<file path="src/rtl/vx_pe_share_pkg.sv">
// Shared types and constants for the PE share block.
//   pe_share_tag_t    : source-slice tag for the default two-slice build
//   PERF_CTR_BITS     : width of the tag-full stall counter
//   pe_share_dataw()  : execute/commit payload width for a given lane count
//   pe_share_next_idx : round-robin successor of a slice index
// Payload layout (LSB first): eop, sop, pid, lane data.
package vx_pe_share_pkg;

  localparam int unsigned PE_SHARE_DEF_REQS  = 2;
  localparam int unsigned PERF_CTR_BITS      = 16;
  localparam int unsigned PE_SHARE_PID_BITS  = 2;
  localparam int unsigned PE_SHARE_LANE_BITS = 8;
  localparam int unsigned PE_SHARE_EOP_BIT   = 0;
  localparam int unsigned PE_SHARE_SOP_BIT   = 1;

  typedef logic [$clog2(PE_SHARE_DEF_REQS)-1:0] pe_share_tag_t;

  function automatic int unsigned pe_share_dataw(int unsigned num_lanes);
    return num_lanes * PE_SHARE_LANE_BITS + PE_SHARE_PID_BITS + 2;
  endfunction

  function automatic int unsigned pe_share_next_idx(int unsigned idx, int unsigned n);
    return (idx + 1 == n) ? 0 : idx + 1;
  endfunction

endpackage

</file>
<file path="src/rtl/vx_pe_share_tag_fifo.sv">
// In-order tag FIFO recording which slice owns each outstanding PE request.
//   clk, reset : clock, asynchronous active-low reset
//   push/push_tag : enqueue a tag (ignored when full)
//   pop        : dequeue the head (ignored when empty)
//   head       : tag at the head of the queue
//   full/empty : occupancy flags
//   count      : number of stored tags (0..Depth)
module vx_pe_share_tag_fifo #(
  parameter int unsigned Depth = 4,
  parameter int unsigned TagW  = 1,
  localparam int unsigned PtrW = $clog2(Depth),
  localparam int unsigned CntW = $clog2(Depth + 1)
) (
  input  logic            clk,
  input  logic            reset,
  input  logic            push,
  input  logic [TagW-1:0] push_tag,
  input  logic            pop,
  output logic [TagW-1:0] head,
  output logic            full,
  output logic            empty,
  output logic [CntW-1:0] count
);

  logic [TagW-1:0] mem_q [Depth];
  logic [PtrW-1:0] wr_ptr_q, rd_ptr_q;
  logic [CntW-1:0] count_q, count_d;
  logic            do_push, do_pop;

  assign full    = (count_q == CntW'(Depth));
  assign empty   = (count_q == '0);
  assign do_push = push & ~full;
  assign do_pop  = pop & ~empty;
  assign head    = mem_q[rd_ptr_q];
  assign count   = count_q;

  always_comb begin
    count_d = count_q;
    unique case ({do_push, do_pop})
      2'b10:   count_d = count_q + CntW'(1);
      2'b01:   count_d = count_q - CntW'(1);
      default: count_d = count_q;
    endcase
  end

  // Depth is a power of two, so the pointers wrap naturally.
  always_ff @(posedge clk or negedge reset) begin
    if (!reset) begin
      wr_ptr_q <= '0;
      rd_ptr_q <= '0;
      count_q  <= '0;
    end else begin
      if (do_push) wr_ptr_q <= wr_ptr_q + PtrW'(1);
      if (do_pop)  rd_ptr_q <= rd_ptr_q + PtrW'(1);
      count_q <= count_d;
    end
  end

  always_ff @(posedge clk) begin
    if (do_push) mem_q[wr_ptr_q] <= push_tag;
  end

endmodule

</file>
<file path="src/rtl/vx_pe_share.sv">
// Shares one processing element between NUM_REQS execute slices.
// Requests are arbitrated (round-robin or fixed priority) onto the single PE input; a
// multi-beat packet locks the grant until its eop. Each accepted sop pushes the source
// index into an in-order tag FIFO, and PE commits are steered to the slice at its head.
//   clk, reset                          : clock, asynchronous active-low reset
//   execute_in_valid/data/ready  [N]    : requests from slices
//   execute_out_valid/data/ready        : request to the shared PE
//   commit_in_valid/data/ready          : results from the PE
//   commit_out_valid/data/ready  [N]    : results back to the owning slice
//   perf_stall_cycles, perf_pending     : only when PE_SHARE_PERF_EN is defined
module vx_pe_share
  import vx_pe_share_pkg::*;
#(
  parameter int unsigned NUM_REQS    = 2,
  parameter int unsigned NUM_LANES   = 4,
  parameter int unsigned MAX_PENDING = 4,
  parameter string       ARBITER     = "R",
  localparam int unsigned DATAW = pe_share_dataw(NUM_LANES),
  localparam int unsigned TAG_W = $clog2(NUM_REQS),
  localparam int unsigned CNT_W = $clog2(MAX_PENDING + 1)
) (
  input  logic                               clk,
  input  logic                               reset,
  input  logic [NUM_REQS-1:0]                execute_in_valid,
  input  logic [NUM_REQS-1:0][DATAW-1:0]     execute_in_data,
  output logic [NUM_REQS-1:0]                execute_in_ready,
  output logic                               execute_out_valid,
  output logic [DATAW-1:0]                   execute_out_data,
  input  logic                               execute_out_ready,
  input  logic                               commit_in_valid,
  input  logic [DATAW-1:0]                   commit_in_data,
  output logic                               commit_in_ready,
  output logic [NUM_REQS-1:0]                commit_out_valid,
  output logic [NUM_REQS-1:0][DATAW-1:0]     commit_out_data,
  input  logic [NUM_REQS-1:0]                commit_out_ready
`ifdef PE_SHARE_PERF_EN
  ,
  output logic [PERF_CTR_BITS-1:0]           perf_stall_cycles,
  output logic [CNT_W-1:0]                   perf_pending
`endif
);

  logic             lock_q, lock_d;
  logic [TAG_W-1:0] lock_idx_q, lock_idx_d;
  logic [TAG_W-1:0] rr_q, rr_d;
  logic [TAG_W-1:0] grant_idx;
  logic             grant_any;
  logic             out_fire, out_sop, out_eop;
  logic             commit_fire;
  logic [TAG_W-1:0] head_tag;
  logic             fifo_full, fifo_empty;
  logic [CNT_W-1:0] tag_count;

  // Arbitration: a held lock overrides the arbiter even if the locked slice idles.
  always_comb begin
    int unsigned      start;
    logic [TAG_W-1:0] idx;
    grant_idx = lock_idx_q;
    grant_any = 1'b0;
    start     = (ARBITER == "P") ? 0 : 32'(rr_q);
    idx       = '0;
    if (lock_q) begin
      grant_any = execute_in_valid[lock_idx_q];
    end else begin
      for (int unsigned k = 0; k < NUM_REQS; k++) begin
        idx = TAG_W'((start + k) % NUM_REQS);
        if (!grant_any && execute_in_valid[idx]) begin
          grant_any = 1'b1;
          grant_idx = idx;
        end
      end
    end
  end

  // A full tag FIFO blocks the request path outright; commits never feed back into ready.
  assign execute_out_valid = reset & grant_any & ~fifo_full;
  assign execute_out_data  = execute_in_data[grant_idx];
  assign out_fire          = execute_out_valid & execute_out_ready;
  assign out_sop           = execute_out_data[PE_SHARE_SOP_BIT];
  assign out_eop           = execute_out_data[PE_SHARE_EOP_BIT];

  always_comb begin
    for (int unsigned i = 0; i < NUM_REQS; i++) begin
      execute_in_ready[i] = reset & grant_any & (grant_idx == TAG_W'(i)) & ~fifo_full
                            & execute_out_ready;
    end
  end

  always_comb begin
    lock_d     = lock_q;
    lock_idx_d = lock_idx_q;
    rr_d       = rr_q;
    if (out_fire) begin
      if (!lock_q && out_sop && !out_eop) begin
        lock_d     = 1'b1;
        lock_idx_d = grant_idx;
      end
      if (out_eop) begin
        lock_d = 1'b0;
        rr_d   = TAG_W'(pe_share_next_idx(32'(grant_idx), NUM_REQS));
      end
    end
  end

  always_ff @(posedge clk or negedge reset) begin
    if (!reset) begin
      lock_q     <= 1'b0;
      lock_idx_q <= '0;
      rr_q       <= '0;
    end else begin
      lock_q     <= lock_d;
      lock_idx_q <= lock_idx_d;
      rr_q       <= rr_d;
    end
  end

  // Response path: steer every beat to the head owner; pop only on the final beat.
  always_comb begin
    for (int unsigned i = 0; i < NUM_REQS; i++) begin
      commit_out_valid[i] = reset & commit_in_valid & ~fifo_empty & (head_tag == TAG_W'(i));
      commit_out_data[i]  = commit_in_data;
    end
  end

  assign commit_in_ready = reset & ~fifo_empty & commit_out_ready[head_tag];
  assign commit_fire     = commit_in_valid & commit_in_ready;

  vx_pe_share_tag_fifo #(
    .Depth (MAX_PENDING),
    .TagW  (TAG_W)
  ) u_tag_fifo (
    .clk      (clk),
    .reset    (reset),
    .push     (out_fire & out_sop),
    .push_tag (grant_idx),
    .pop      (commit_fire & commit_in_data[PE_SHARE_EOP_BIT]),
    .head     (head_tag),
    .full     (fifo_full),
    .empty    (fifo_empty),
    .count    (tag_count)
  );

  // The PE must never return a result with nothing outstanding.
  a_commit_without_tag: assert property (
    @(posedge clk) disable iff (!reset) !(commit_in_valid && fifo_empty)
  ) else $error("commit valid with empty tag FIFO");

`ifdef PE_SHARE_PERF_EN
  logic [PERF_CTR_BITS-1:0] stall_q;

  always_ff @(posedge clk or negedge reset) begin
    if (!reset) begin
      stall_q <= '0;
    end else if (|execute_in_valid && fifo_full && stall_q != '1) begin
      stall_q <= stall_q + PERF_CTR_BITS'(1);
    end
  end

  assign perf_stall_cycles = stall_q;
  assign perf_pending      = tag_count;
`else
  logic unused_tag_count;
  assign unused_tag_count = ^tag_count;
`endif

endmodule
</file>
<file path="config.mk">
export PLATFORM = sky130hd
export DESIGN_NAME = vx_pe_share
export DESIGN_NICKNAME = d
export VERILOG_FILES = /design/src/rtl/vx_pe_share_pkg.sv /design/src/rtl/vx_pe_share_tag_fifo.sv /design/src/rtl/vx_pe_share.sv
export SDC_FILE = /design/constraint.sdc
export NUM_CORES = 1
export LEC_CHECK = 0
export BUFFER_PORTS_ARGS = -buffer_cell sky130_fd_sc_hd__buf_2
export CAP_MARGIN = 20
export CORE_AREA = 2 2 90 92
export CTS_BUF_LIST = sky130_fd_sc_hd__clkbuf_4 sky130_fd_sc_hd__clkbuf_8 sky130_fd_sc_hd__clkbuf_16
export CTS_CLUSTER_SIZE = 20
export DETAILED_ROUTE_END_ITERATION = 10
export DIE_AREA = 0 0 92 94
export SLEW_MARGIN = 25
export SYNTH_ARGS = -nofsm -noshare
export SYNTH_HDL_FRONTEND = slang
export SYNTH_HIERARCHICAL = 1
export SYNTH_SLANG_ARGS = --single-unit
export TNS_END_PERCENT = 20
</file>
<file path="constraint.sdc">
create_clock -name clk -period 7.19 [get_ports clk]
set_input_delay 0.3595 -clock clk [delete_from_list [all_inputs] [get_ports clk]]
set_output_delay 0.3595 -clock clk [all_outputs]
set_load 0.01 [all_outputs]
</file>
# [Word-level counts from Yosys, hierarchy flattened]
# Memories as Yosys holds them, arrays and structs flattened.
# Index checks and enable logic that the tools add are counted.
[totals] reg_bits=10 ram_bits=4 output_inout_bits=114 elab_cells=81 memories=1
[memory_table] name="u_tag_fifo.mem_q" depth=4 width=1 rd=1 rd_clocked_by_memory_dff=0 wr=1 line="vx_pe_share_tag_fifo.sv:25" text="logic [TagW-1:0] mem_q [Depth];"
[classes] addsub=6 order_cmp=5 n_eq_ne=4 muxes=23 bitwise=24 n_reduce_logical=12
[ops] cell="36-bit 2-to-1 mux" count=2
[ops] cell="1-bit AND" count=20
[ops] cell="1-bit 2-to-1 mux" count=20
[ops] cell="1-bit by 2-bit less-than comparator with 1-bit output (second input constant)" count=5
[ops] cell="3-bit one-hot mux with 2 select lines" count=1
[ops] cell="2-bit AND reduction" count=3
[ops] cell="2-bit by 1-bit adder with 2-bit output (second input constant)" count=2
[ops] cell="2-bit equality test (second input constant)" count=2
[ops] cell="1-bit inverter" count=4
[ops] cell="2-bit nonzero test" count=2
[ops] cell="3-bit by 1-bit adder with 3-bit output (second input constant)" count=1
[ops] cell="3-bit equality test (second input constant)" count=1
[ops] cell="1-bit logical AND" count=3
[ops] cell="1-bit zero test" count=3
[ops] cell="3-bit zero test" count=1
[ops] cell="3-bit by 1-bit subtractor with 3-bit output (second input constant)" count=1
[ops] cell="1-bit by 1-bit adder with 2-bit output (second input constant)" count=1
[ops] cell="2-bit by 1-bit equality test with 1-bit output (second input constant)" count=1
[ops] cell="1-bit adder (second input constant)" count=1

# [Longest topological paths before layout]
# Gate-level depths: netlist of run 1.
[depth] word_depth=15 depth_mapped=13 depth_no_buf=13

# [Hierarchy]
# The synthesis of run 1 kept the hierarchy.
[modules_own_cells] module="vx_pe_share" instances=1 cells_each=214 area_per_inst_um2=1243.7 seq_area_each_um2=75.1
[modules_own_cells] module="vx_pe_share_tag_fifo" instances=1 cells_each=42 area_per_inst_um2=583.1 seq_area_each_um2=295.3

# [Worst setup path before layout of run 1]
# Ideal clock, no wire load.
[synth_path] path_kind="register -> register" startpoint="reg u_tag_fifo.rd_ptr_q[0]" endpoint="reg u_tag_fifo.count_q[2] (netlist: u_tag_fifo/count[2])" arrival_time_ps=2662 required_time_ps=7111 path_slack_ps=4449 stages_incl_launch_ff=12 n_path_buf=0 synth_period_minus_slack_ps=2741 cell_sequence="dfrtp_1 mux4_2 mux2i_1 nor3_1 and3_1 o31a_2 ha_1 inv_1 fa_1 xor2_1 nor2_1 xor2_1"
[synth_between] elab_chain_len=9
[synth_lines] item="start, declared" line="vx_pe_share_tag_fifo.sv:26" text="logic [PtrW-1:0] wr_ptr_q, rd_ptr_q;"
[synth_lines] item="start signal, assigned" line="vx_pe_share_tag_fifo.sv:54" text="if (do_pop) rd_ptr_q <= rd_ptr_q + PtrW'(1);"
[synth_lines] item="memory read 4 x 1 bit (*)"
[synth_lines] item="named net head_tag" line="vx_pe_share.sv:50" text="logic [TAG_W-1:0] head_tag;"
[synth_lines] item="1-bit 2-to-1 mux (implied by the code) (*) (2 in a row)" line="vx_pe_share.sv:125" text="assign commit_in_ready = reset & ~fifo_empty & commit_out_ready[head_tag];"
[synth_lines] item="1-bit AND (*)" line="vx_pe_share.sv:125"
[synth_lines] item="named net commit_in_ready" line="vx_pe_share.sv:32" text="output logic commit_in_ready,"
[synth_lines] item="1-bit AND (*)" line="vx_pe_share.sv:126" text="assign commit_fire = commit_in_valid & commit_in_ready;"
[synth_lines] item="1-bit AND (*)" line="vx_pe_share.sv:136" text=".pop (commit_fire & commit_in_data[PE_SHARE_EOP_BIT]),"
[synth_lines] item="1-bit AND (*)" line="vx_pe_share_tag_fifo.sv:33" text="assign do_pop = pop & ~empty;"
[synth_lines] item="named net u_tag_fifo.do_pop" line="vx_pe_share_tag_fifo.sv:28" text="logic do_push, do_pop;"
[synth_lines] item="2-bit by 1-bit equality test with 1-bit output / 2-bit equality test (equally long branches)" line="vx_pe_share_tag_fifo.sv:39" text="unique case ({do_push, do_pop})"
[synth_lines] item="3-bit one-hot mux with 2 select lines / 2-bit nonzero test (equally long branches)"
[synth_lines] item="end signal, assigned" line="vx_pe_share_tag_fifo.sv:55" text="count_q <= count_d;"
[synth_lines] item="end, declared" line="vx_pe_share_tag_fifo.sv:27" text="logic [CntW-1:0] count_q, count_d;"
# Mark *: on every way through the listed nets, which the timed path passes. The rest lies on a longest branch. The select of a mux whose other input is x is not followed.
# A chain may end at the register's enable or synchronous reset.

# [Worst setup path after layout of run 1]
[layout_path] startpoint="reg lock_q" endpoint="reg u_tag_fifo.count_q[2] (netlist: u_tag_fifo/count[2])"
[layout_between] elab_chain_len=8
[layout_lines] item="start, declared" line="vx_pe_share.sv:43" text="logic lock_q, lock_d;"
[layout_lines] item="start signal, assigned" line="vx_pe_share.sv:111" text="lock_q <= lock_d;"
[layout_lines] item="1-bit 2-to-1 mux" line="vx_pe_share.sv:62" text="if (lock_q) begin"
[layout_lines] item="1-bit AND (2 in a row)" line="vx_pe_share.sv:76" text="assign execute_out_valid = reset & grant_any & ~fifo_full;"
[layout_lines] item="1-bit AND" line="vx_pe_share.sv:78" text="assign out_fire = execute_out_valid & execute_out_ready;"
[layout_lines] item="1-bit AND (*)" line="vx_pe_share.sv:134" text=".push (out_fire & out_sop),"
[layout_lines] item="1-bit AND (*)" line="vx_pe_share_tag_fifo.sv:32" text="assign do_push = push & ~full;"
[layout_lines] item="2-bit by 1-bit equality test with 1-bit output / 2-bit equality test (equally long branches)" line="vx_pe_share_tag_fifo.sv:39"
[layout_lines] item="3-bit one-hot mux with 2 select lines / 2-bit nonzero test (equally long branches)"
# Every way passes the cells marked *; elsewhere a longest branch is shown, timed or not. The select of a mux whose other input is x is not followed.

==> metrics.log, run 1 <==
INFO  metric total_leakage_power = 1.233 nW
INFO  metric max_cap_violations = 0
INFO  metric core = 7607 sq um
INFO  metric netlist.top_cell.by_area = sky130_fd_sc_hd__buf_4
INFO  metric yosysUniqueCellTypes = 34
INFO  metric worst-endpoint-required = 7.36 ns
INFO  metric final_nets = 429
INFO  metric worst-r2r-cell-count = 13
INFO  metric drive_gt1_share = 45.25%
INFO  metric gp_routability_congestion = 0.7127
INFO  metric synthDominantCellAreaShare = 29.59%
INFO  metric pwr-share-comb = 66.7%
INFO  metric worst_hold_path_type = primary input to async pin
INFO  metric cts_buffers = 3
INFO  metric outcome = finished with violations
INFO  metric syn_avg_cell_area = 7.136 sq um
INFO  metric clk_pin_slew_worst_paths = 0.06 ns
INFO  metric grt_max_degree = 41
INFO  metric grt.total_usage = 10.35%
INFO  metric switching_power_as_a_share_of_total_power = 47.95%
INFO  metric diodes_inserted = 0
INFO  metric via_count_of_the_first_global_routing_pass = 1510
INFO  metric grt_setup_unrepaired = false
INFO  metric period_share = 41.40%
INFO  metric pin_count = 230
INFO  metric die_h = 94 microns
INFO  metric synthTopCellsByArea = sky130_fd_sc_hd__buf_4 (30%), sky130_fd_sc_hd__nand2_1 (22%), sky130_fd_sc_hd__dfrtp_1 (14%)
INFO  metric fp.dieW = 92 microns
INFO  metric finalSetupTns = 0 ns
INFO  metric min_period = 2.977 ns
INFO  metric max_stage_delay_on_crit_path = 0.44 ns
INFO  metric detail-route-antenna-nets = 0
INFO  metric hold_violations = 4
INFO  metric vias = 1656
INFO  metric r2r_slack = 4.21 ns
INFO  metric ys_seq_area_share = 20.27%
INFO  metric post-place-cells = 404
INFO  metric stdcell_count = 407
INFO  metric pwr-share-clk = 10.0%
INFO  metric fin_worst_skew = 0.002829 ns
INFO  metric report.final.setup_viol = 0
INFO  metric rr_startpoint = lock_q
INFO  metric initial_utilization = 24.01%
INFO  metric grt_overflow = 0
INFO  metric path_max_fanout = 39
INFO  metric timing_worst_setup_path_type = flop to flop
INFO  metric seq_power_share = 23.3%
INFO  metric worst_r2r_endpoint = u_tag_fifo/count[2]
INFO  metric timing.critical_path.to_type = flop
INFO  metric crit_family = simple AND/OR/NAND/NOR gates
INFO  metric flops_latches_synth = 14
INFO  metric cts-root-buf = sky130_fd_sc_hd__clkbuf_8
INFO  metric maxSlewHeadroom = 56.74%
INFO  metric post_synth_inst_count = 256
INFO  metric ir_drop = 0.0001034 V
INFO  metric yosysWarnings = 6
INFO  metric io_buf_count = 124
INFO  metric clock_h_tree_levels = 1
INFO  metric cp_num_cells = 13
INFO  metric finalMaxSlewViolations = 0
INFO  metric syn_area = 1827 sq um
INFO  metric cts.repair.resized = 0
INFO  metric post_cts.repair.setup_buffers = 0
INFO  metric power.switching = 0.3062 mW
INFO  metric die-area = 8648 sq um
INFO  metric tritoncts_num_sinks = 14
INFO  metric total_number_of_placement_rows = 32
INFO  metric avgViaCountPerCell = 4.069
INFO  metric worst_setup_start_kind = flop
INFO  metric crit_path_cell_trace = nor2b_1 > o2bb2ai_4 > buf_4 > mux2_4 > nor2b_1 > nor2b_4 > inv_1 > ha_1 > inv_1 > fa_1 > xor2_1 > nor2_1 > xor2_1
INFO  metric crit_path_top_delay_cell = sky130_fd_sc_hd__dfrtp_1
INFO  metric intPower = 0.3324 mW
INFO  metric post_syn_nets = 378
INFO  metric drt-wirelength-per-cell = 11.94 microns
INFO  metric worst-slew-pin-transition = 0.6479 ns
INFO  metric grt_first_pass_wirelength = 7107 microns
INFO  metric post-layout-total-power = 0.6386 mW
INFO  metric max-clock-path-buffers = 2
INFO  metric cts_tree = done
INFO  metric power_density = 309.9 nW/um^2
INFO  metric area.growth.synth_to_final = 12.81%
INFO  metric max_clock_freq = 0.3360 GHz
INFO  metric grt_antenna_before_repair = 0
INFO  metric drt_first_pass_iters = 4
INFO  metric worstSkewPairLatency = 0.25 ns
INFO  metric fin_worst_hold_slack = -0.001983 ns
INFO  metric drt-total-wl = 4858 microns
INFO  metric arrival = 3.15 ns
INFO  metric violations = negative hold slack
INFO  metric timing.critical_path.buf_inv = 3
INFO  metric drcViolationCount = 0
INFO  metric detail_route.iter0.violations = 36
INFO  metric hpwl = 3937 microns
INFO  metric post_cts_hold_buffer_count = 0
## cells by family after synthesis
family,synth area share (%)
AO/OA/AOI/OAI,2.671
buffers and inverters,33.36
AND/OR/NAND/NOR,31.16
adder cells (fa/ha/maj),4.521
XOR/XNOR,2.877
flip-flops,20.27
multiplexers,5.137
## worst max-delay path by stage
stage                            from                  end  slack (ns)
6_report                       lock_q  u_tag_fifo/count[2]        4.21
3_3_place_gp      execute_in_valid[0]  u_tag_fifo/count[2]        4.25
3_5_place_dp      execute_in_valid[0]  u_tag_fifo/count[2]        4.19
5_1_grt                        lock_q  u_tag_fifo/count[2]        3.98
4_1_cts                        lock_q  u_tag_fifo/count[2]        4.20
2_1_floorplan  u_tag_fifo/rd_ptr_q[0]  u_tag_fifo/count[2]        4.45
## synthesized netlist by cell type (all sizes together)
master   instances
fa               1
edfxtp           4
inv              9
ha               5
nor2             4
mux2i            3
and2             4
xor2             3
o31a             1
nor3b            1
and3             1
dfrtp           10
a21oi            1
xnor2            3
nor2b            4
and4bb           1
nor3             3
mux2             3
o21ai            2
and3b            1
buf             79
nand2          105
and4b            1
o22a             1
o2bb2ai          1
nand3b           1
nand2b           2
mux4             1
nor4b            1
## per-layer routing
layer  routed length, microns  share of wire [%]  track usage, %  up-vias
met5                        0                  0               0        -
met4                      218                4.5           7.463        0
met3                      517                 11           4.093       34
met2                     2219                 46           15.81       87
met1                     1903                 39           11.72      720
li1                         -                  -               -      815
## placed cells by master, fill, tap and decap left out, types with 2 or more instances in the layout
master / instances
sky130_fd_sc_hd__and2_1: 2
sky130_fd_sc_hd__nor2b_1: 3
sky130_fd_sc_hd__clkbuf_8: 3
sky130_fd_sc_hd__nand2b_1: 2
sky130_fd_sc_hd__ha_1: 5
sky130_fd_sc_hd__inv_1: 8
sky130_fd_sc_hd__mux2i_1: 3
sky130_fd_sc_hd__o21ai_0: 2
sky130_fd_sc_hd__nor3_1: 3
sky130_fd_sc_hd__nand2_1: 105
sky130_fd_sc_hd__mux2_4: 2
sky130_fd_sc_hd__xnor2_1: 3
sky130_fd_sc_hd__buf_2: 124
sky130_fd_sc_hd__and2_2: 2
sky130_fd_sc_hd__xor2_1: 3
sky130_fd_sc_hd__nor2_1: 4
sky130_fd_sc_hd__dfrtp_1: 10
sky130_fd_sc_hd__edfxtp_1: 4
## cell type report
type                    instances  area, sq um
clock buffers                   3        41.29
fillers                       857         5547
inverters                       9        33.78
multi-input cells             154        859.6
flip-flops and latches         14        370.4
well taps                     102        127.6
repair buffers                125        628.1
## state kept, by name, indices dropped and copies added, names as in the netlist
signal / count
u_tag_fifo/mem_q: 4
lock_idx_q: 1
rr_q: 1
u_tag_fifo/wr_ptr_q: 2
u_tag_fifo/rd_ptr_q: 2
lock_q: 1
u_tag_fifo/count: 3
## power by group through the flow
stage          clock network [mW]  registers, mW  logic (mW)
2_1_floorplan                   0          0.142       0.323
3_3_place_gp                    0          0.148       0.424
3_5_place_dp                    0          0.150       0.430
4_1_cts                    0.0653          0.149       0.433
5_1_grt                    0.0693          0.155       0.483
6_report                   0.0638          0.149       0.426
## worst reg2reg max path, cell delays in order, from the launching register on
cell and delay (ns):
sky130_fd_sc_hd__dfrtp_1 0.44, sky130_fd_sc_hd__nor2b_1 0.23, sky130_fd_sc_hd__o2bb2ai_4 0.13, sky130_fd_sc_hd__buf_4 0.37, sky130_fd_sc_hd__mux2_4 0.35, sky130_fd_sc_hd__nor2b_1 0.15, sky130_fd_sc_hd__nor2b_4 0.17, sky130_fd_sc_hd__inv_1 0.07
sky130_fd_sc_hd__ha_1 0.17, sky130_fd_sc_hd__inv_1 0.06, sky130_fd_sc_hd__fa_1 0.37, sky130_fd_sc_hd__xor2_1 0.15, sky130_fd_sc_hd__nor2_1 0.11, sky130_fd_sc_hd__xor2_1 0.14
## stage by stage
| step | area, sq um | utilization (%) | hold WS, ns | setup slack, ns |
|---|---|---|---|---|
| final | 2061 | 27.09 | -0.001983 | 4.214 |
| after global routing | 2061 | 27.09 | 0.008972 | 3.984 |
| after CTS | 2061 | 27.09 | 0.002111 | 4.201 |
| after detailed placement | 2019 | 26.55 | 0.2644 | 4.193 |
| after global placement | 2019 | 26.55 | 0.2639 | 4.253 |
| after floorplan | 1827 | - | 0.06391 | 4.449 |
Note: power is estimated with default switching activity, not from simulation.
==> run 2, diff against run 1 <==
--- a/config.mk
+++ b/config.mk
@@ -7,11 +7,12 @@
 export LEC_CHECK = 0
 export BUFFER_PORTS_ARGS = -buffer_cell sky130_fd_sc_hd__buf_2
 export CAP_MARGIN = 20
-export CORE_AREA = 2 2 90 92
+export CORE_AREA = 2 2 89 91
 export CTS_BUF_LIST = sky130_fd_sc_hd__clkbuf_4 sky130_fd_sc_hd__clkbuf_8 sky130_fd_sc_hd__clkbuf_16
 export CTS_CLUSTER_SIZE = 20
 export DETAILED_ROUTE_END_ITERATION = 10
-export DIE_AREA = 0 0 92 94
+export DIE_AREA = 0 0 91 93
+export PLACE_DENSITY = 0.66
 export SLEW_MARGIN = 25
 export SYNTH_ARGS = -nofsm -noshare
 export SYNTH_HDL_FRONTEND = slang
==> constraint.sdc (replaced) <==
create_clock -name clk -period 2.4 [get_ports clk]
set_input_delay 0.12 -clock clk [delete_from_list [all_inputs] [get_ports clk]]
set_output_delay 0.12 -clock clk [all_outputs]
set_load 0.01 [all_outputs]
==> run 2 against run 1 <==
Largest power group unchanged. Worst hold slack better by 0.17 ns. Combinational power grew to 3.4 times the previous value. Maximum frequency is 17% higher. The run ends with negative setup slack left. Global-route usage is 0.12 points higher. Via count is 2.7% higher. Sequential share of layout area is 1.4 points lower. Sequential power grew to 2.9 times the previous value.
==> metrics.log, run 2 (synthesized netlist as in run 1, its figures left out) <==
INFO  metric outcome = finished with violations
INFO  metric violations = negative setup slack
INFO  metric drt-total-wl = 4833 microns (-0.51%)
INFO  metric cts_tree = done
INFO  metric max_clock_freq = 0.3931 GHz (+17%)
INFO  metric grt_first_pass_wirelength = 7272 microns (+2.3%)
INFO  metric drt_first_pass_iters = 8 (+4)
INFO  metric timing.critical_path.buf_inv = 1 (-2)
INFO  metric hold_violations = 0 (-4)
INFO  metric final_util = 29.65% (+2.6 points)
INFO  metric power_density = 927.0 nW/um^2 (+200%)
INFO  metric drive_gt1_share = 49.23% (+4.0 points)
INFO  metric max_cap_violations = 0 (unchanged)
INFO  metric cts_buffers = 3 (unchanged)
INFO  metric grt.total_usage = 10.47% (+0.12 points)
INFO  metric largest_register_ff_count = 4 (unchanged)
INFO  metric grt_overflow = 0 (unchanged)
INFO  metric min_period = 2.544 ns (-0.4323 ns)
INFO  metric maxSlewHeadroom = 71.47% (+15 points)
INFO  metric core = 7527 sq um (-1.1%)
INFO  metric tritoncts_num_sinks = 14 (unchanged)
INFO  metric gp_routability_congestion = 0.7592 (+6.5%)
INFO  metric fin_worst_hold_slack = 0.1670 ns (+0.1690 ns)
INFO  metric post-layout-total-power = 2.069 mW (+220%)
INFO  metric rr_startpoint = u_tag_fifo/rd_ptr_q[0]
INFO  metric diodes_inserted = 0 (unchanged)
INFO  metric critical-path-top-cell-by-count = sky130_fd_sc_hd__xor2_1
INFO  metric final_nets = 448 (+4.4%)
INFO  metric mostFrequentLayoutCells = sky130_fd_sc_hd__buf_2 (124), sky130_fd_sc_hd__nand2_1 (105), sky130_fd_sc_hd__buf_4 (19), sky130_fd_sc_hd__dfrtp_1 (10), sky130_fd_sc_hd__inv_1 (7)
INFO  metric worst_r2r_endpoint = u_tag_fifo/count[2]
INFO  metric worst-endpoint-required = 2.56 ns (-4.80 ns)
INFO  metric mostFrequentLayoutCell = sky130_fd_sc_hd__buf_2
INFO  metric drcViolationCount = 0 (unchanged)
INFO  metric total_number_of_placement_rows = 32 (unchanged)
INFO  metric worst-slew-pin-transition = 0.4246 ns (-0.2233 ns)
INFO  metric arrival = 2.71 ns (-0.44 ns)
INFO  metric die-area = 8463 sq um (-2.1%)
INFO  metric die_h = 93 microns (-1.1%)
INFO  metric worst_hold_path_type = primary input to flop
INFO  metric timing.hold.worst_path_depth = 3
INFO  metric timing_worst_setup_path_type = flop to flop
INFO  metric crit_path_cell_trace = mux4_2 > mux2i_1 > nor3_2 > and3_1 > o31a_2 > ha_4 > inv_2 > fa_2 > xor2_1 > nor2_1 > xor2_1
INFO  metric cts-root-buf = sky130_fd_sc_hd__clkbuf_8
INFO  metric via_count_of_the_first_global_routing_pass = 1575 (+4.3%)
INFO  metric fin_worst_skew = 0.006807 ns (+0.003978 ns)
INFO  metric hold_start = execute_in_data[0]
INFO  metric r2r_slack = -0.14 ns (-4.36 ns)
INFO  metric worstSkewPairLatency = 0.24 ns (about the same)
INFO  metric avgViaCountPerCell = 3.981 (-2.2%)
INFO  metric clk_pin_slew_worst_paths = 0.06 ns (about the same)
INFO  metric drt-wirelength-per-cell = 11.32 microns (-5.2%)
INFO  metric total_leakage_power = 1.331 nW (+8.0%)
INFO  metric detail-route-antenna-nets = 0 (unchanged)
INFO  metric max-clock-path-buffers = 2 (unchanged)
INFO  metric hpwl = 3840 microns (-2.5%)
INFO  metric area.growth.synth_to_final = 22.19%
INFO  metric clock_h_tree_levels = 1 (unchanged)
INFO  metric worst_slack = -0.1442 ns (-4.358 ns)
INFO  metric report.final.setup_viol = 2 (+2)
INFO  metric path_max_fanout = 2 (-95%)
INFO  metric grt_antenna_before_repair = 0 (unchanged)
INFO  metric finalMaxSlewViolations = 0 (unchanged)
INFO  metric vias = 1700 (+2.7%)
INFO  metric fp.dieW = 91 microns (-1.1%)
INFO  metric crit_family = multiplexers
INFO  metric ir_drop = 0.0002809 V (+170%)
INFO  metric grt_max_degree = 41 (unchanged)
INFO  metric max_stage_delay_on_crit_path = 0.52 ns (+0.08 ns)
INFO  metric pin_count = 230 (unchanged)
INFO  metric initial_utilization = 24.27% (+0.26 points)
INFO  metric io_buf_count = 124 (unchanged)
INFO  metric crit_path_top_delay_cell = sky130_fd_sc_hd__mux4_2
INFO  metric period_share = 106.0% (+65 points)
INFO  metric timing.critical_path.to_type = flop
INFO  metric worst-r2r-cell-count = 11 (-2)
INFO  metric whs_endpoint = rr_q
INFO  metric detail_route.iter0.violations = 30 (-17%)
INFO  metric top_register = u_tag_fifo/mem_q
INFO  metric grt_setup_unrepaired = true
INFO  metric worst_setup_start_kind = flop
==> run 2: final cells by class <==
cell class / count / area [sq um]
inverters: 9 / 36.28
flip-flops and latches: 14 / 370.4
multi-input cells: 154 / 879.6
clock inverters: 1 / 3.754
clock buffers: 3 / 41.29
well taps: 102 / 127.6
fillers: 842 / 5295
repair buffers: 144 / 773.2
==> run 2: worst max-delay path by stage <==
stage | from | end | slack [ns] | depth (start not counted)
after detailed placement | u_tag_fifo/rd_ptr_q[0] | u_tag_fifo/count[2] | -0.15 | 11
after CTS | u_tag_fifo/rd_ptr_q[0] | u_tag_fifo/count[2] | -0.15 | 11
after floorplan | u_tag_fifo/rd_ptr_q[0] | u_tag_fifo/count[2] | -0.23 | 11
final | u_tag_fifo/rd_ptr_q[0] | u_tag_fifo/count[2] | -0.14 | 11
after global routing | u_tag_fifo/rd_ptr_q[0] | u_tag_fifo/count[2] | -0.33 | 11
after global placement | u_tag_fifo/rd_ptr_q[0] | u_tag_fifo/count[2] | -0.08 | 11
==> run 2: repair_timing <==
item / CTS / global route
resized for setup: 0 / 6
pin swaps: 0 / 3
hold buffers: 1 / 0
setup endpoints to repair: 1 / 37
buffers inserted: 1 / 3
hold endpoints to repair: 10 / 0
==> run 2: through the flow <==
step / cell area, sq um / instances / setup WS (ns) / setup TNS, ns
after floorplan: 1832 / 256 / -0.2279 / -0.2749
after global placement: 2130 / 418 / -0.07843 / -0.07843
after detailed placement: 2130 / 418 / -0.1498 / -0.1498
final: 2232 / 427 / -0.1442 / -0.1603
after CTS: 2192 / 424 / -0.1475 / -0.1475
after global routing: 2232 / 427 / -0.3295 / -0.4685
==> run 2: worst reg2reg max path: cells and delay by family, from the launching register on <==
family                     cells  cell delay (ns)
DFF                            1             0.36
and+or+nand+nor                3             0.48
xor gates and xnor gates       2             0.29
adders and majority gates      2             0.46
buffers and inverters          1             0.03
muxes                          2             0.67
AOI/OAI and AO/OA              1             0.17
==> run 2: per-layer routing <==
metal	wire length, microns	up-vias	share of wire [%]	GRT usage [%]
met4	132	0	2.7	4.293
met3	410	20	8.5	3.143
met2	2236	89	46	17.04
met1	2052	732	42	12.93
li1	-	859	-	-
met5	0	-	0	0
==> run 2: power by group <==
| part | internal (mW) | leakage [nW] | switching [mW] |
|---|---|---|---|
| clock network | 0.113 | 0.0231 | 0.0795 |
| registers | 0.344 | 0.156 | 0.0863 |
| logic | 0.652 | 1.15 | 0.794 |
| total | 1.11 | 1.33 | 0.960 |
==> run 3, diff against run 2 <==
--- a/config.mk
+++ b/config.mk
@@ -8,12 +8,10 @@
 export BUFFER_PORTS_ARGS = -buffer_cell sky130_fd_sc_hd__buf_2
 export CAP_MARGIN = 20
 export CORE_AREA = 2 2 89 91
-export CTS_BUF_LIST = sky130_fd_sc_hd__clkbuf_4 sky130_fd_sc_hd__clkbuf_8 sky130_fd_sc_hd__clkbuf_16
 export CTS_CLUSTER_SIZE = 20
 export DETAILED_ROUTE_END_ITERATION = 10
 export DIE_AREA = 0 0 91 93
 export PLACE_DENSITY = 0.66
-export SLEW_MARGIN = 25
 export SYNTH_ARGS = -nofsm -noshare
 export SYNTH_HDL_FRONTEND = slang
 export SYNTH_HIERARCHICAL = 1
==> constraint.sdc (replaced) <==
create_clock -name clk -period 2.15 [get_ports clk]
set_input_delay 0.1075 -clock clk [delete_from_list [all_inputs] [get_ports clk]]
set_output_delay 0.1075 -clock clk [all_outputs]
set_load 0.01 [all_outputs]
==> run 3 against run 2 <==
The flow finishes with violations (negative hold slack, negative setup slack). Sequential share of layout area down 0.49 points. Clock-buffer cell count is 1 higher. Global-route usage increased by 0.60 points. Non-clock buffer count grew 6. Via count did not move. Sequential power increased by 8.6%. Clock skew down 0.0029 ns. Critical path type unchanged. Critical endpoint unchanged.
==> metrics.log, run 3 (synthesized netlist as in run 1, its figures left out) <==
INFO  metric cts-root-buf = sky130_fd_sc_hd__clkbuf_8
INFO  metric top_register = u_tag_fifo/mem_q
INFO  metric grt_setup_unrepaired = true
INFO  metric power_density = 1061 nW/um^2 (+14%)
INFO  metric worst-endpoint-required = 2.32 ns (-0.24 ns)
INFO  metric maxSlewHeadroom = 78.67% (+7.2 points)
INFO  metric post-place-cells = 426 (+1.9%)
INFO  metric avgViaCountPerCell = 3.926 (-1.4%)
INFO  metric min_period = 2.541 ns (-0.002794 ns)
INFO  metric tritoncts_num_sinks = 14 (unchanged)
INFO  metric drt-total-wl = 4918 microns (+1.8%)
INFO  metric fp.dieW = 91 microns (unchanged)
INFO  metric mostFrequentLayoutCell = sky130_fd_sc_hd__buf_2
INFO  metric drcViolationCount = 0 (unchanged)
INFO  metric die-area = 8463 sq um (unchanged)
INFO  metric initial_utilization = 24.27% (unchanged)
INFO  metric ir_drop = 0.0003067 V (+9.2%)
INFO  metric worstSkewPairLatency = 0.25 ns (about the same)
INFO  metric path_max_fanout = 2 (unchanged)
INFO  metric vias = 1700 (unchanged)
INFO  metric mostFrequentLayoutCells = sky130_fd_sc_hd__buf_2 (124), sky130_fd_sc_hd__nand2_1 (105), sky130_fd_sc_hd__buf_4 (23), sky130_fd_sc_hd__dfrtp_1 (10), sky130_fd_sc_hd__inv_1 (7)
INFO  metric worst_setup_start_kind = flop
INFO  metric report.final.setup_viol = 2 (unchanged)
INFO  metric io_buf_count = 124 (unchanged)
INFO  metric die_h = 93 microns (unchanged)
INFO  metric finalMaxSlewViolations = 0 (unchanged)
INFO  metric grt.total_usage = 11.07% (+0.60 points)
INFO  metric total_number_of_placement_rows = 32 (unchanged)
INFO  metric final_nets = 454 (+1.3%)
INFO  metric drt-wirelength-per-cell = 11.36 microns (+0.35%)
INFO  metric detail-route-antenna-nets = 0 (unchanged)
INFO  metric grt_first_pass_wirelength = 7672 microns (+5.5%)
INFO  metric crit_path_top_delay_cell = sky130_fd_sc_hd__mux4_2
INFO  metric cts_tree = done
INFO  metric critical-path-top-cell-by-count = sky130_fd_sc_hd__xor2_1
INFO  metric via_count_of_the_first_global_routing_pass = 1642 (+4.3%)
INFO  metric max_stage_delay_on_crit_path = 0.53 ns (about the same)
INFO  metric arrival = 2.71 ns (about the same)
INFO  metric layout.area.seq = 370.4 sq um (unchanged)
INFO  metric drt_first_pass_iters = 4 (-4)
INFO  metric grt_antenna_before_repair = 0 (unchanged)
INFO  metric crit_path_cell_trace = mux4_2 > mux2i_1 > nor3_2 > and3_1 > o31a_2 > ha_4 > inv_2 > fa_2 > xor2_1 > nor2_1 > xor2_1
INFO  metric grt_max_degree = 39 (-4.9%)
INFO  metric clock_h_tree_levels = 1 (unchanged)
INFO  metric detail_route.iter0.violations = 47 (+57%)
INFO  metric fin_worst_skew = 0.003951 ns (-0.002856 ns)
INFO  metric fin_worst_hold_slack = -0.3047 ns (-0.4717 ns)
INFO  metric violations = negative hold slack, negative setup slack
INFO  metric post_cts_hold_buffer_count = 1 (unchanged)
INFO  metric core = 7527 sq um (unchanged)
INFO  metric stdcell_count = 433 (+1.4%)
INFO  metric max-clock-path-buffers = 2 (unchanged)
INFO  metric post-layout-total-power = 2.441 mW (+18%)
INFO  metric period_share = 118.2% (+12 points)
INFO  metric cts_buffers = 3 (unchanged)
INFO  metric area.growth.synth_to_final = 25.89%
INFO  metric multi_input_comb_area = 879.6 sq um (unchanged)
INFO  metric finalSetupTns = -0.6317 ns (-0.4713 ns)
INFO  metric timing.critical_path.to_type = flop
INFO  metric max_clock_freq = 0.3935 GHz (+0.11%)
INFO  metric diodes_inserted = 0 (unchanged)
INFO  metric outcome = finished with violations
INFO  metric max_cap_violations = 0 (unchanged)
INFO  metric drive_gt1_share = 50.15% (+0.92 points)
INFO  metric grt_overflow = 0 (unchanged)
INFO  metric worst_slack_at_placement = -0.4049 ns (-0.2550 ns)
INFO  metric total_leakage_power = 1.369 nW (+2.8%)
INFO  metric gp_routability_congestion = 0.7988 (+5.2%)
INFO  metric hpwl = 3945 microns (+2.7%)
INFO  metric n_fill_cell = 857 (+1.8%)
INFO  metric worst_hold_path_type = primary input to async pin
INFO  metric worst-slew-pin-transition = 0.3175 ns (-0.1071 ns)
INFO  metric hold_violations = 4 (+4)
INFO  metric largest_register_ff_count = 4 (unchanged)
INFO  metric pin_count = 230 (unchanged)
INFO  metric timing_worst_setup_path_type = flop to flop
INFO  metric worst_slack = -0.3914 ns (-0.2472 ns)
INFO  metric clk_pin_slew_worst_paths = 0.06 ns (about the same)
==> run 3: cell types whose count changed in the layout (fill, tap and decap cells not counted), sizes merged <==
cell | before | now
buf | 143 | 149
clkbuf | 3 | 4
clkinv | 1 | 0
==> run 3: final cells by class <==
| cell class | instances | share of cell area [%] |
|---|---|---|
| Inverter | 9 | 1.469 |
| Timing Repair Buffer | 150 | 36.67 |
| Sequential cell | 14 | 16.10 |
| Multi-Input combinational cell | 154 | 38.25 |
| Clock buffer | 4 | 1.959 |
| Tap cell | 102 | 5.549 |
==> run 3: worst paths after layout <==
| path | start | end | slack, ns | cells after the start |
|---|---|---|---|---|
| max in group asynchronous | reset | rr_q | 1.41 | 3 |
| min in group clk | execute_in_data[0] | rr_q | 0.14 | 3 |
| min reg2reg | rr_q | rr_q | 0.51 | 2 |
| min | reset | u_tag_fifo/wr_ptr_q[0] | -0.30 | 1 |
| max | u_tag_fifo/rd_ptr_q[0] | u_tag_fifo/count[2] | -0.39 | 11 |
| max reg2reg | u_tag_fifo/rd_ptr_q[0] | u_tag_fifo/count[2] | -0.39 | 11 |
==> run 3: metrics by stage <==
step | utilization [%] | hold WS, ns | instance area, sq um
2_1_floorplan | - | -0.1881 | 1832
3_3_place_gp | 29.26 | -0.03990 | 2202
3_5_place_dp | 29.26 | -0.03550 | 2202
4_1_cts | 30.44 | -0.3065 | 2291
5_1_grt | 30.55 | -0.3038 | 2300
6_report | 30.55 | -0.3047 | 2300
==> run 3: timing repair <==
item / 4_1_cts / 5_1_grt
setup endpoints to repair: 39 / 37
endpoints found under the hold margin: 10 / 4
gates resized for setup: 5 / 2
buffers inserted: 2 / 0
==> run 3: per-layer routing <==
layer / part of all wire (%) / vias to the layer above / GRT usage (%)
met5: 0 / - / 0
met4: 3.0 / 0 / 5.177
met3: 8.4 / 22 / 2.820
met2: 47 / 77 / 18.09
met1: 41 / 735 / 13.67
li1: - / 866 / -
==> run 3: power breakdown <==
group | switching [mW] | internal [mW]
Clock | 0.0943 | 0.131
Sequential | 0.0838 | 0.384
Combinational | 0.922 | 0.825
==> run 3: worst max-delay path: cells and delay by family (launching register included) <==
family | cells | cell delay [ns]
fa+ha+maj | 2 | 0.46
compound gates | 1 | 0.17
flops | 1 | 0.36
buf+inv | 1 | 0.03
mux | 2 | 0.69
simple gates | 3 | 0.45
xor+xnor | 2 | 0.30
